<file path="config.mk">
export PLATFORM = sky130hd
export DESIGN_NAME = mul_unpacker
export DESIGN_NICKNAME = d
export VERILOG_FILES = /design/src/rtl/mul_unpacker.sv
export SDC_FILE = /design/constraint.sdc
export NUM_CORES = 1
export LEC_CHECK = 0
export CAP_MARGIN = 0
export CORE_MARGIN = 4
export CORE_UTILIZATION = 55
export CTS_BUF_LIST = sky130_fd_sc_hd__clkbuf_16
export DETAILED_ROUTE_END_ITERATION = 8
export PLACE_DENSITY = 0.86
export SLEW_MARGIN = 20
export SYNTH_ARGS = -nofsm -noshare
export SYNTH_HDL_FRONTEND = slang
export SYNTH_SLANG_ARGS = --single-unit
</file>
<file path="constraint.sdc">
create_clock -name clk -period 2.9 [get_ports clk]
set_clock_uncertainty 0.1 [all_clocks]
set_input_delay 0.435 -clock clk [delete_from_list [all_inputs] [get_ports clk]]
set_output_delay 0.435 -clock clk [all_outputs]
set_load 0.01 [all_outputs]
</file>
<file path="src/rtl/mul_unpacker.sv">
// mul_unpacker: front end of the FP16 multiplier in the systolic-array PE.
// It takes two half-precision operands, splits them into sign, exponent and
// mantissa, restores the hidden bit, and forms the biased exponent sum. The
// 22-bit mantissa product comes from a shift-add multiplier that handles one
// multiplier bit per cycle. The result {sign, exponent, mantissa_prod} goes
// to mul_normalizer.
//
// Ports:
//   clk, rst        clock and synchronous active-high reset
//   a, b            FP16 operands {sign, exp[4:0], man[9:0]}
//   in_valid        operands valid; in_ready high while idle
//   out_valid       result valid; out_ready is the downstream accept
//   sign            a[15] ^ b[15]
//   exponent        low EXP_W bits of ea + eb - BIAS
//   mantissa_prod   {1,ma} * {1,mb}, or 0 when either operand is zero
//   zero            either operand has an exponent field of 0
//   exp_ovf         true exponent sum > 31
//   exp_unf         true exponent sum < 0
//
// Handshake: a transfer happens on a rising edge where valid and ready are
// both high. The producer holds its data and valid stable until that edge.
// in_ready = (state == IDLE) and out_valid = (state == DONE). Only one
// operation is in flight at a time. Outputs stay stable in DONE for as long
// as out_ready is low.

module mul_unpacker #(
    parameter int BIAS  = 15,
    parameter int EXP_W = 5,
    parameter int MAN_W = 10
) (
    input  logic                       clk,
    input  logic                       rst,
    input  logic [EXP_W+MAN_W:0]       a,
    input  logic [EXP_W+MAN_W:0]       b,
    input  logic                       in_valid,
    output logic                       in_ready,
    output logic                       out_valid,
    input  logic                       out_ready,
    output logic                       sign,
    output logic [EXP_W-1:0]           exponent,
    output logic [2*(MAN_W+1)-1:0]     mantissa_prod,
    output logic                       zero,
    output logic                       exp_ovf,
    output logic                       exp_unf
);

    localparam int SIG_W  = MAN_W + 1;
    localparam int PROD_W = 2 * SIG_W;
    localparam int SUM_W  = EXP_W + 2;
    localparam int CNT_W  = $clog2(SIG_W + 1);
    localparam logic [SUM_W-1:0] BIAS_V    = SUM_W'(BIAS);
    localparam logic [CNT_W-1:0] LAST_STEP = CNT_W'(MAN_W);

    typedef enum logic [1:0] {
        IDLE = 2'd0,
        MUL  = 2'd1,
        DONE = 2'd2
    } state_t;

    state_t state;
    state_t state_next;

    logic [EXP_W-1:0]  ea;
    logic [EXP_W-1:0]  eb;
    logic [SIG_W-1:0]  sig_a;
    logic [SIG_W-1:0]  sig_b;
    logic [SUM_W-1:0]  exp_sum;
    logic              op_zero;
    logic              accept;
    logic              mul_last;

    logic [PROD_W-1:0] acc;
    logic [PROD_W-1:0] acc_sum;
    logic [PROD_W-1:0] multiplicand;
    logic [SIG_W-1:0]  multiplier;
    logic [CNT_W-1:0]  count;

    assign ea      = a[EXP_W+MAN_W-1:MAN_W];
    assign eb      = b[EXP_W+MAN_W-1:MAN_W];
    assign sig_a   = {1'b1, a[MAN_W-1:0]};
    assign sig_b   = {1'b1, b[MAN_W-1:0]};
    // Two extra bits hold the whole range -BIAS .. 2*(2^EXP_W-1)-BIAS in
    // two's complement. The top bit is the sign. Below it, bit EXP_W set on
    // a non-negative sum means the sum is at least 2^EXP_W.
    assign exp_sum = {2'b00, ea} + {2'b00, eb} - BIAS_V;
    assign op_zero = (ea == '0) || (eb == '0);
    assign acc_sum = acc + (multiplier[0] ? multiplicand : '0);

    assign in_ready  = (state == IDLE);
    assign out_valid = (state == DONE);

    always_ff @(posedge clk) begin
        if (rst) begin
            state <= IDLE;
        end else begin
            state <= state_next;
        end
    end

    always_comb begin
        state_next = state;
        accept     = 1'b0;
        mul_last   = 1'b0;
        case (state)
            IDLE: begin
                if (in_valid) begin
                    accept     = 1'b1;
                    state_next = op_zero ? DONE : MUL;
                end
            end
            MUL: begin
                if (count == LAST_STEP) begin
                    mul_last   = 1'b1;
                    state_next = DONE;
                end
            end
            DONE: begin
                if (out_ready) begin
                    state_next = IDLE;
                end
            end
            default: state_next = IDLE;
        endcase
    end

    always_ff @(posedge clk) begin
        if (rst) begin
            sign          <= 1'b0;
            exponent      <= '0;
            mantissa_prod <= '0;
            zero          <= 1'b0;
            exp_ovf       <= 1'b0;
            exp_unf       <= 1'b0;
            acc           <= '0;
            multiplicand  <= '0;
            multiplier    <= '0;
            count         <= '0;
        end else begin
            if (accept) begin
                sign <= a[EXP_W+MAN_W] ^ b[EXP_W+MAN_W];
                if (op_zero) begin
                    // Subnormals and zeros are both flushed here.
                    zero          <= 1'b1;
                    exponent      <= '0;
                    exp_ovf       <= 1'b0;
                    exp_unf       <= 1'b0;
                    mantissa_prod <= '0;
                end else begin
                    zero         <= 1'b0;
                    exponent     <= exp_sum[EXP_W-1:0];
                    exp_ovf      <= ~exp_sum[SUM_W-1] & exp_sum[EXP_W];
                    exp_unf      <= exp_sum[SUM_W-1];
                    multiplicand <= PROD_W'(sig_a);
                    multiplier   <= sig_b;
                    acc          <= '0;
                    count        <= '0;
                end
            end
            if (state == MUL) begin
                acc          <= acc_sum;
                multiplicand <= multiplicand << 1;
                multiplier   <= multiplier >> 1;
                count        <= count + CNT_W'(1);
                // The last step's partial product goes straight into the
                // result register. There is no extra cycle to read acc back.
                if (mul_last) begin
                    mantissa_prod <= acc_sum;
                end
            end
        end
    end

endmodule
</file>
==> metrics.yaml <==
route:
  drc: 0
  wl_met1_um: 5400
  postRouteAntennaNets: 0
  highest_layer: "met4"
  initialDrtViolationCount: 217
  wl_met2_um: 5660
  wirelength_um: 11900
  first_pass_iters: 5
  vias: 4359
  dr_wl_met3_um: 647
  wl_per_cell_um: 16.1
  route.detailed.vias_per_inst: 5.89
run:
  drv_cap: 0
global_route:
  antenna_found_initial: 0
  grt_pass1_wl_um: 20100
  overflow: 0
  grt_max_degree: 66
  track_usage_pct: 23.9
  grt_pass1_vias: 4359
synth:
  synth_cells: 569
  synth_flop_cell: "dfxtp_1"
  syn_nets: 639
  yosys_warnings: 0
  synth_edf_count: 0
  seq_area_frac_synth_pct: 38.0
  synth_area_um2: 4850
  synth_area_leaders: "dfxtp_1, ha_1, nand2_1"
  ys_types: 59
  ys_seq_elements: 92
  async_flop_share_pct: 0
  synth_top_area_cell: "dfxtp_1"
  syn_area_per_cell_um2: 8.52
  synth_top_area_share_pct: 38.0
placement:
  port_buffers: 68
  gp_congestion: 0.933
  place_hpwl_um: 8930
  postPlaceCellArea_um2: 5640
  pre_cts_ws_ns: 0.106
die:
  fp.dieW_um: 102
  die-area_um2: 10400
  initial_utilization_pct: 57.9
  io_pins: 69
  rows: 33
  die_height_um: 102
  core_area_um2: 8380
sta:
  rsz0062_at_grt: "no"
  worst_pin_slew_ns: 0.715
  post-route-period-util_pct: 94.3
  period_needed_ns: 2.73
  hold_viol_final: 0
  setup_ws_ns: 0.166
  setup-violations-final: 0
  fin_setup_tns_ns: 0
  timing.fmax_ghz: 0.366
  slew_headroom_pct: 52.3
  drv_slew: 0
cts:
  hold_buffers: 0
  htree_levels: 3
  cts.clk_slew.worst_paths_ns: 0.07
  cts.sinks: 92
  numCtsBuffers: 9
  cts.repair.resized: 0
  cts_buffer_depth: 2
  clk_latency_ns: 0.35
  cts_tree: "yes"
  post_cts_buffers: 0
  root_buffer: "clkbuf_16"
worst_setup_path:
  path_class: "flop to flop"
  path_max_fanout: 13
  cp.arrival_ns: 2.86
  start_kind: "flop"
  end_kind: "flop"
  worstPathRequired_ns: 3.02
pwr:
  p_total_mw: 2.95
  power.density_nw_per_um2: 497
  p_leak_nw: 2.48
  peakVddDrop_uv: 284
final_layout:
  final_cell_mix: "dfxtp_1, nand2_1, clkdlybuf4s50_1, nor2_1, a21oi_1"
  area_growth_pct: 22.2
  fin_util_pct: 70.7
  diodes: 0
  finalInstanceArea_um2: 5930
  final_common_cell: "dfxtp_1"
  multi_input_area_um2: 2780
  nets: 700
  final_layout_size_suffix_gt1_share_pct: 8.35
  regArea_um2: 1840
  nFillCells: 674
min_path:
  hp-class: "flop to flop"
status:
  outcome: "finished, final reports clean"
cells by family (layout without fill, tap and decap cells):
| group | count (synthesis) | in the layout | share of synthesized area (%) |
|---|---|---|---|
| flops | 92 | 92 | 38.0 |
| fa+ha+maj | 34 | 34 | 9.08 |
| buf+inv | 52 | 118 | 4.80 |
| simple gates | 206 | 206 | 19.7 |
| compound gates | 159 | 159 | 23.7 |
| xor+xnor | 25 | 25 | 4.51 |
| mux | 1 | 1 | 0.206 |
area by class of cell:
cell class | instances | area share [%]
Multi-Input combinational cell | 425 | 46.9
Sequential cell | 92 | 31.1
Clock buffer | 9 | 3.80
Clock inverter | 7 | 1.12
Inverter | 16 | 1.01
Timing Repair Buffer | 86 | 13.9
Tap cell | 105 | 2.22
worst max-delay path: stages, from the launching register on:
cell,delay [ns]
dfxtp_1,0.32
buf_4,0.17
and2_1,0.14
ha_1,0.35
a21oi_1,0.26
o21ai_0,0.16
or2_2,0.31
o21ai_2,0.23
o211ai_1,0.16
xnor2_1,0.30
o21ai_0,0.12
synthesized netlist by cell type, types with 5 or more instances:
master / number
a22o_1: 26
clkbuf_1: 22
xor2_1: 10
nor2_1: 53
nand2_1: 79
ha_1: 32
inv_1: 16
a21oi_1: 46
xnor2_1: 15
nand2b_1: 5
a21o_1: 8
a22oi_1: 9
o21ai_0: 12
nand3_1: 20
dfxtp_1: 92
nor3_1: 6
a311oi_1: 18
a31oi_1: 5
a211oi_1: 5
and2_1: 21
buf_2: 6
through the flow:
| step | hold WS (ns) | cells |
|---|---|---|
| 6_report | 0.366 | 740 |
| 5_1_grt | 0.391 | 740 |
| 4_1_cts | 0.372 | 740 |
| 3_5_place_dp | 0.359 | 724 |
| 3_3_place_gp | 0.344 | 724 |
| 2_1_floorplan | 0.337 | 569 |
registers in the layout, indices dropped and copies added, names as in the netlist:
register / cells
acc: 22
mantissa_prod: 22
multiplicand: 22
multiplier: 11
exponent: 5
count: 4
state: 2
exp_ovf: 1
exp_unf: 1
sign: 1
zero: 1
worst paths after layout:
path | cells past startpoint | endpoint | from | slack, ns
hold / removal | 2 | mantissa_prod[21] | mantissa_prod[21] | 0.37
hold reg to reg | 2 | mantissa_prod[21] | mantissa_prod[21] | 0.37
setup reg to reg | 10 | mantissa_prod[21] | multiplier[0] | 0.17
setup / recovery | 10 | mantissa_prod[21] | multiplier[0] | 0.17
per-layer routing:
metal / vias to the layer above / global-route usage [%]
li1: 2146 / -
met1: 2058 / 31.5
met2: 132 / 40.0
met3: 23 / 4.37
met4: 0 / 7.57
met5: - / 0
power breakdown:
part	leakage (nW)	switching, mW	internal [mW]
clock network	0.145	0.545	0.606
logic	1.59	0.249	0.187
registers	0.747	0.0397	1.32
(Power assumes the default switching activity.)
